### config.mk
export PLATFORM = sky130hd
export DESIGN_NAME = ring_code_monitor
export DESIGN_NICKNAME = d
export VERILOG_FILES = /design/src/rtl/ring_pkg.sv /design/src/rtl/onehot_to_bin.sv /design/src/rtl/ring_code_monitor.sv
export SDC_FILE = /design/constraint.sdc
export NUM_CORES = 1
export LEC_CHECK = 0
export CORE_MARGIN = 2
export CORE_UTILIZATION = 30
export CTS_CLUSTER_DIAMETER = 150
export DETAILED_ROUTE_END_ITERATION = 8
export PLACE_DENSITY = 0.56
export SETUP_SLACK_MARGIN = 0.1
export SYNTH_ARGS = -nofsm -noshare
export SYNTH_HDL_FRONTEND = slang
export SYNTH_SLANG_ARGS = --single-unit
### constraint.sdc
create_clock -name clk -period 2.4 [get_ports clk]
set_clock_uncertainty 0.2 [all_clocks]
set_input_delay 0.72 -clock clk [delete_from_list [all_inputs] [get_ports clk]]
set_output_delay 0.72 -clock clk [all_outputs]
set_load 0.1 [all_outputs]
### src/rtl/ring_pkg.sv
// Shared types and helpers for the one-hot ring-code monitor.
// Helpers work on a MAX_N-wide vector so any ring width up to MAX_N can use them.
package ring_pkg;

  localparam int MAX_N = 64;

  typedef enum logic [1:0] {
    SEARCH = 2'd0,
    SYNC   = 2'd1,
    LOCKED = 2'd2
  } ring_state_e;

  // Right rotate within an n-bit ring; bits at or above n must be zero.
  function automatic logic [MAX_N-1:0] ring_next(input logic [MAX_N-1:0] code, input int n);
    logic [MAX_N-1:0] lsb;
    lsb = {{(MAX_N-1){1'b0}}, code[0]};
    return (code >> 1) | (lsb << (n - 1));
  endfunction

  function automatic logic onehot_chk(input logic [MAX_N-1:0] code);
    logic seen;
    logic multi;
    seen  = 1'b0;
    multi = 1'b0;
    for (int i = 0; i < MAX_N; i++) begin
      if (code[i]) begin
        multi = multi | seen;
        seen  = 1'b1;
      end
    end
    return seen & ~multi;
  endfunction

endpackage

### src/rtl/onehot_to_bin.sv
// Combinational one-hot to binary encoder with a one-hot validity flag.
// The binary output is only meaningful while is_onehot_o is high.
module onehot_to_bin
  import ring_pkg::*;
#(
  parameter int N  = 4,
  parameter int IW = $clog2(N)
) (
  input  logic [N-1:0]  code_i,
  output logic [IW-1:0] bin_o,
  output logic          is_onehot_o
);

  always_comb begin
    bin_o = '0;
    for (int i = 0; i < N; i++) begin
      if (code_i[i]) bin_o = bin_o | IW'(i);
    end
    is_onehot_o = onehot_chk(MAX_N'(code_i));
  end

endmodule

### src/rtl/ring_code_monitor.sv
// Receive-side checker for a right-rotating one-hot ring code: decodes the index,
// tracks lock, flags one-hot and sequence errors and keeps a saturating error count.
module ring_code_monitor
  import ring_pkg::*;
#(
  parameter int N        = 4,
  parameter int LOCK_CNT = 2,
  parameter int ERR_W    = 8,
  localparam int IW      = $clog2(N),
  localparam int GW      = $clog2(LOCK_CNT + 1)
) (
  input  logic             clk,
  input  logic             rst,
  input  logic [N-1:0]     code_in,
  input  logic             code_valid,
  output logic [IW-1:0]    index,
  output logic             index_valid,
  output logic             locked,
  output logic             onehot_err,
  output logic             seq_err,
  output logic             wrap,
  output logic [ERR_W-1:0] err_count
);

  ring_state_e      state_q, state_d;
  logic [N-1:0]     prev_q, prev_d;
  logic [GW-1:0]    good_q, good_d;
  logic [IW-1:0]    index_q, index_d;
  logic             iv_q, iv_d;
  logic             locked_q, locked_d;
  logic             oe_q, oe_d;
  logic             se_q, se_d;
  logic             wrap_q, wrap_d;
  logic [ERR_W-1:0] errc_q, errc_d;

  logic [IW-1:0]    bin;
  logic             is_oh;
  logic [N-1:0]     exp_code;
  logic             match;
  logic             err_inc;

  onehot_to_bin #(.N(N), .IW(IW)) u_enc (
    .code_i      (code_in),
    .bin_o       (bin),
    .is_onehot_o (is_oh)
  );

  assign exp_code = N'(ring_next(MAX_N'(prev_q), N));
  assign match    = (code_in == exp_code);

  always_comb begin
    state_d = state_q;
    prev_d  = prev_q;
    good_d  = good_q;
    index_d = index_q;
    iv_d    = iv_q;
    oe_d    = 1'b0;
    se_d    = 1'b0;
    wrap_d  = 1'b0;
    err_inc = 1'b0;
    if (code_valid) begin
      if (!is_oh) begin
        // Index holds its last good value; only the valid flag drops.
        oe_d    = 1'b1;
        err_inc = 1'b1;
        iv_d    = 1'b0;
        state_d = SEARCH;
        good_d  = '0;
      end else begin
        prev_d  = code_in;
        index_d = bin;
        iv_d    = 1'b1;
        case (state_q)
          SEARCH: begin
            good_d  = '0;
            state_d = SYNC;
          end
          SYNC: begin
            if (match) begin
              if (good_q == GW'(LOCK_CNT - 1)) begin
                state_d = LOCKED;
                good_d  = '0;
              end else begin
                good_d = good_q + 1'b1;
              end
            end else begin
              // Re-phase on the new code rather than dropping to SEARCH.
              se_d    = 1'b1;
              err_inc = 1'b1;
              good_d  = '0;
            end
          end
          LOCKED: begin
            if (match) begin
              wrap_d = (code_in == N'(1)) && (prev_q == N'(2));
            end else begin
              se_d    = 1'b1;
              err_inc = 1'b1;
              state_d = SYNC;
              good_d  = '0;
            end
          end
          default: begin
            state_d = SEARCH;
            good_d  = '0;
          end
        endcase
      end
    end
    errc_d   = (err_inc && (errc_q != '1)) ? errc_q + 1'b1 : errc_q;
    locked_d = (state_d == LOCKED);
  end

  always_ff @(posedge clk) begin
    if (rst) begin
      state_q  <= SEARCH;
      prev_q   <= '0;
      good_q   <= '0;
      index_q  <= '0;
      iv_q     <= 1'b0;
      locked_q <= 1'b0;
      oe_q     <= 1'b0;
      se_q     <= 1'b0;
      wrap_q   <= 1'b0;
      errc_q   <= '0;
    end else begin
      state_q  <= state_d;
      prev_q   <= prev_d;
      good_q   <= good_d;
      index_q  <= index_d;
      iv_q     <= iv_d;
      locked_q <= locked_d;
      oe_q     <= oe_d;
      se_q     <= se_d;
      wrap_q   <= wrap_d;
      errc_q   <= errc_d;
    end
  end

  assign index       = index_q;
  assign index_valid = iv_q;
  assign locked      = locked_q;
  assign onehot_err  = oe_q;
  assign seq_err     = se_q;
  assign wrap        = wrap_q;
  assign err_count   = errc_q;

endmodule
## Word-level counts from Yosys, hierarchy flattened

Index checks and enable logic that the tools add are counted.
Widths: inputs -> output; s select.

| operators by class | value |
|---|---|
| add/sub/neg operators | 2 |
| equality and inequality tests | 9 |
| mux-type cells | 27 |
| bitwise operators | 9 |
| reduce and logical (&&, ||, !) cells | 9 |

Operators by type and width:

| cell | count |
|---|---|
| $mux 2 | 11 |
| $mux 1 | 14 |
| $add 8x1->8 const B | 1 |
| $ne 8x8->1 const B | 1 |
| $pmux 2 s3 | 1 |
| $not 1->1 | 5 |
| $reduce_or 5->1 | 1 |
| $eq 2x1->1 const B | 2 |
| $eq 2x2->1 const B | 2 |
| $eq 4x1->1 const B | 1 |
| $eq 4x2->1 const B | 1 |
| $eq 4x4->1 | 1 |
| $or 3x4->4 | 1 |
| $pmux 2 s2 | 1 |
| $reduce_and 2->1 | 2 |
| $reduce_or 2->1 | 2 |
| $ne 3x3->1 const B | 1 |
| $reduce_or 3->1 | 1 |
| $add 2x1->2 const B | 1 |
| $logic_and 1x1->1 | 2 |
| $logic_not 2->1 | 1 |
| $or 1x1->1 | 2 |
| $and 1x1->1 | 1 |

| storage, ports and cells | value |
|---|---|
| bits in registers | 23 |
| bits of input ports | 7 |
| output and inout port bits | 15 |
| word-level logic and storage cells | 66 |

## Logic depth before layout (Yosys ltp)

Gate-level depths: netlist (run 1).

| logic depth | value |
|---|---|
| word-level depth | 11 |
| depth in mapped cells | 8 |
| mapped depth without buffers | 6 |

## Modules after synthesis

A second synthesis (run 1) with hierarchy kept.

| unflattened totals | value |
|---|---|
| cells, all modules | 135 |
| area, all modules | 1,196.1 um^2 |

By module, submodules not included:

| module | instances | cells an instance | area an instance (um^2) | seq. area each (um^2) |
|---|---|---|---|---|
| ring_code_monitor | 1 | 129 | 1,146.1 | 460.4 |
| onehot_to_bin | 1 | 6 | 50.0 | 0.0 |

## Worst setup path after synthesis (run 1)

Ideal clock, no wire load.

| timing | value |
|---|---|
| path kind | reg2reg |
| start | register errc_q[0], in the netlist err_count[0] |
| end | register errc_q[4], in the netlist err_count[4] |
| setup time | 123 ps |
| arrival time | 2,268 ps |
| required time | 2,077 ps |
| setup slack | -191 ps |
| cell stages (with the launch flop) | 7 |
| path buffers | 0 |
| period minus slack after synthesis | 2,591 ps |
| cells stage by stage | dfxtp_1 > ha_1 > nand3_1 > o21ai_0 > a21oi_4 > nand4_1 > mux2_1 |

| on the way | value |
|---|---|
| word-level cells in the longest chain between the ends | 2 |
| elaborated cells on any way between the ends | 3 |
| classes of those cells | add/sub (1); eq/ne (1); reduce/logical (1) |

RTL lines:

| item | RTL line | text |
|---|---|---|
| start, declared | ring_code_monitor.sv:34 | `logic [ERR_W-1:0] errc_q, errc_d;` |
| start signal, assigned | ring_code_monitor.sv:136 | `errc_q <= errc_d;` |
| branches (longest 2 deep; another with $add 8x1->8) | -- |  |

Several ways; the timed one is not identified.
A chain may end at the register's enable or synchronous reset.

## Worst setup path after layout (run 1)

| timing | value |
|---|---|
| start | input port code_in[0] |
| end | register errc_q[4], in the netlist err_count[4] |

| on the way | value |
|---|---|
| word-level cells in the longest chain between the ends | 11 |
| elaborated cells on any way between the ends | 17 |
| classes of those cells | eq/ne (1); mux (11); bitwise (4); reduce/logical (1) |

RTL lines:

| item | RTL line | text |
|---|---|---|
| start, declared | ring_code_monitor.sv:14 | `input logic [N-1:0] code_in,` |
| $mux 1 (2 in series) | ring_pkg.sv:26 | `if (code[i]) begin` |
| $or 1x1->1 | ring_pkg.sv:27 | `multi = multi \| seen;` |
| $mux 1 | ring_pkg.sv:26 |  |
| $or 1x1->1 | ring_pkg.sv:27 |  |
| $mux 1 | ring_pkg.sv:26 |  |
| $not 1->1 | ring_pkg.sv:31 | `return seen & ~multi;` |
| $and 1x1->1 | ring_pkg.sv:31 |  |
| $mux 1 * | ring_code_monitor.sv:62 | `if (!is_oh) begin` |
| $mux 1 * | ring_code_monitor.sv:61 | `if (code_valid) begin` |
| $logic_and 1x1->1 * | ring_code_monitor.sv:110 | `errc_d = (err_inc && (errc_q != '1)) ? errc_q + 1'b1 : errc_q;` |

Mark *: on every way between the ends. The rest lies on a longest branch, timed or not.

==> results by group, run 1 <==
Global routing
  – Vias in the first global route: 1029
  – Remaining Overflow, GRT: 0
  – Largest net degree at the start of global routing: 24
  – First-pass GRT wire length: 5040 um
  – Initial antenna violation count: 0
  – Total GRT Usage: 0.144

Logic synthesis
  – Post-synth EDFFs: 0
  – Ys Warns: 0
  – Mean Syn Cell Area: 9.60 sq um
  – Synth Cell Area: 1250 sq um
  – Synth async-reset ratio: 0
  – FF+latch count, synth: 23
  – Register area share after synthesis: 0.369
  – Library cells used by synthesis: 38
  – Mapped Cells: 130
  – Ys flop type: dfxtp_1
  – Post-Syn Nets: 142

Drt
  – Via count: 1064
  – Post-route DRC: 0
  – Initial detailed-routing violation count: 43
  – Wire per inst: 13.6 um
  – Vias per cell: 4.95
  – Drt first pass iters: 4
  – Total Wirelength: 2920 um
  – Final ANT Viol Nets: 0

Setup path
  – Worst Path Max Fanout: 7
  – Worst stage delay on the critical path: 0.39 ns
  – Worst path bufs/invs: 2
  – Worst path required time: 2.35 ns
  – CP startpoint kind: input port
  – Crit path DAT: 2.20 ns
  – CP Cell Sequence: buf_2 > xor2_1 > a211o_1 > buf_12 > a21oi_4 > nand4_1 > mux2_4
  – CP top delay family: compound AO/OA/AOI/OAI gates
  – Critical path start-end classification: in -> reg
  – Slowest cell on crit path: a211o_1
  – Crit end category: flop

Power and ir drop
  – Switching power total: 273 uW
  – Clock network power share: 0.271
  – Flop pwr share: 0.469
  – Total power: 879 uW
  – Switch share: 0.310
  – Internal power: 606 uW
  – Maximum VDD drop: 0.359 mV
  – P_leak: 0.656 nW
  – Cell area power density: 476 nW/um^2
  – Logic pwr share: 0.261

Finish
  – Final core utilization: 0.462
  – Most frequent cells in the layout: dfxtp_1, nand2_1, buf_4, buf_12, nor2_1
  – Commonest non-fill, non-tap cell in the layout: dfxtp_1
  – Final net count: 178
  – Area Growth Syn to Fin: 48.0%
  – Post-Layout Cell Count: 215
  – Share of layout cells above drive strength 1: 0.352
  – Fillers: 388
  – Antenna diodes: 0

STA
  – Final Hold Viols: 0
  – Slew Viols, Final: 0
  – Crit path time final: 2.25 ns
  – Endpoints failing setup: 0
  – RSZ-0062 raised after global routing: no
  – Max-Slew Margin vs Limit: 0.676
  – Slew at the pin closest to its max-slew limit: 0.480 ns
  – Maximum clock frequency: 0.445 GHz
  – Final cycle utilization of the critical path: 0.937

CTS
  – Clk pin slew, worst setup/hold paths: 0.08 ns
  – Total CTS buffers: 3
  – CTS tree: built
  – Worst-Skew Late Latency: 0.26 ns
  – Root Buffer: clkbuf_8
  – H-tree depth: 1
  – Clk sinks: 23
  – Clk buf depth: 2

Die
  – Die height: 68.5 um
  – Core Region: 4000 sq um
  – DIE AREA: 4690 sq um
  – Standard-cell rows: 23
  – Die width: 68.5 um
  – Ports: 22
  – Initial core utilization: 0.312

Placed design
  – Post-DP HPWL: 2150 um
  – PortBufs: 21
  – Placed cells: 209
  – RePlAce Congestion: 0.798

Outcome
  – Status: complete, no violations

Min path
  – Worst min-delay path class: reg -> reg

Flow run
  – Max-cap violations: 0
[power groups by stage]
stage               registers (mW)  clock network, mW  logic (mW)
floorplan                    0.473                  0      0.0842
global placement             0.420                  0       0.219
detailed placement           0.420                  0       0.221
CTS                          0.412              0.243       0.227
global route                 0.415              0.265       0.243
finish                       0.412              0.238       0.229
[worst register-to-register path, stage by stage, from the launching register on]
cell	delay, ns
dfxtp_1	0.48
inv_1	0.11
ha_1	0.33
o41ai_4	0.10
buf_4	0.18
a2111oi_4	0.36
nor2_1	0.07
a211oi_1	0.16
[layout make-up]
cell class              instances  area [sq um]  share of cell area
multi-input cells              96           798               0.432
flip-flops and latches         23           463               0.251
repair buffers                 38           463               0.251
well taps                      50          62.6              0.0339
clock buffers                   4          45.0              0.0244
inverters                       4          15.0             0.00813
[cell families after synthesis]
group,after synthesis,share of synthesized area
simple gates,51,0.222
mux,2,0.0171
fa+ha+maj,5,0.0502
xor+xnor,9,0.0752
buf+inv,11,0.0521
compound gates,29,0.215
flops,23,0.369
[per-layer routing]
metal / track usage / vias up / routed length [um]
met4: 0.0450 / 0 / 19
met1: 0.189 / 508 / 1300
li1: - / 538 / -
met5: 0 / - / 0
met3: 0.0247 / 2 / 90
met2: 0.238 / 16 / 1510
[cells in the mapped netlist (all sizes together) (2+ instances only)]
master	instances	area, sq um
nor3	5	25.0
nand3	2	10.0
a211oi	8	60.1
dfxtp	23	460
xor2	5	58.8
nor4	2	27.5
a21oi	9	56.3
o21ai	3	15.0
ha	5	62.6
buf	4	38.8
inv	4	15.0
a2111oi	2	55.1
nor2	11	41.3
nand4	3	18.8
nor2b	3	18.8
nand2	16	60.1
xnor2	4	35.0
and2	2	12.5
nor4b	2	17.5
nand3b	2	18.8
clkbuf	3	11.3
[path summary, 6_finish.rpt]
path	cells past startpoint	endpoint	from	slack, ns
hold reg to reg	2	index_valid	index_valid	0.30
hold / removal	2	index_valid	index_valid	0.30
setup / recovery	7	err_count[4]	code_in[0]	0.15
setup reg to reg	7	err_count[6]	state_q[1]	0.33
[state kept, by name (all words and copies together), names as in the netlist]
signal and count:
wrap 1, seq_err 1, index 2, index_valid 1, good_q 2, onehot_err 1, state_q 2, locked 1
prev_q 4, err_count 8
[through the flow]
stage,hold WS (ns),setup WS (ns),area [sq um],setup TNS (ns)
after global placement,0.268,-0.511,1750,-9.08
after floorplan,0.236,-0.0889,1280,-0.0889
final,0.298,0.152,1850,0
after CTS,0.301,0.101,1830,0
after detailed placement,0.266,-0.529,1750,-9.38
after global routing,0.333,0.0576,1850,0
[repair_timing]
action | in CTS | in global routing
endpoints found under the setup margin | 22 | 9
setup buffers | 1 | 1
hold buffers | 0 | 0
pin swaps | 7 | 3
resized for setup | 19 | 10
(Power assumes the default switching activity.)
==> run 2, diff against run 1 <==
Settings changed: CTS_CLUSTER_SIZE set to 8.
==> results of run 2 <==
Same layout as run 1: the final DEF is identical, and so are final timing and power.
==> run 3, diff against run 2 <==
Settings changed: CAP_MARGIN set to 20.
==> results of run 3 <==
Same layout as run 1: the final DEF is identical, and so are final timing and power.
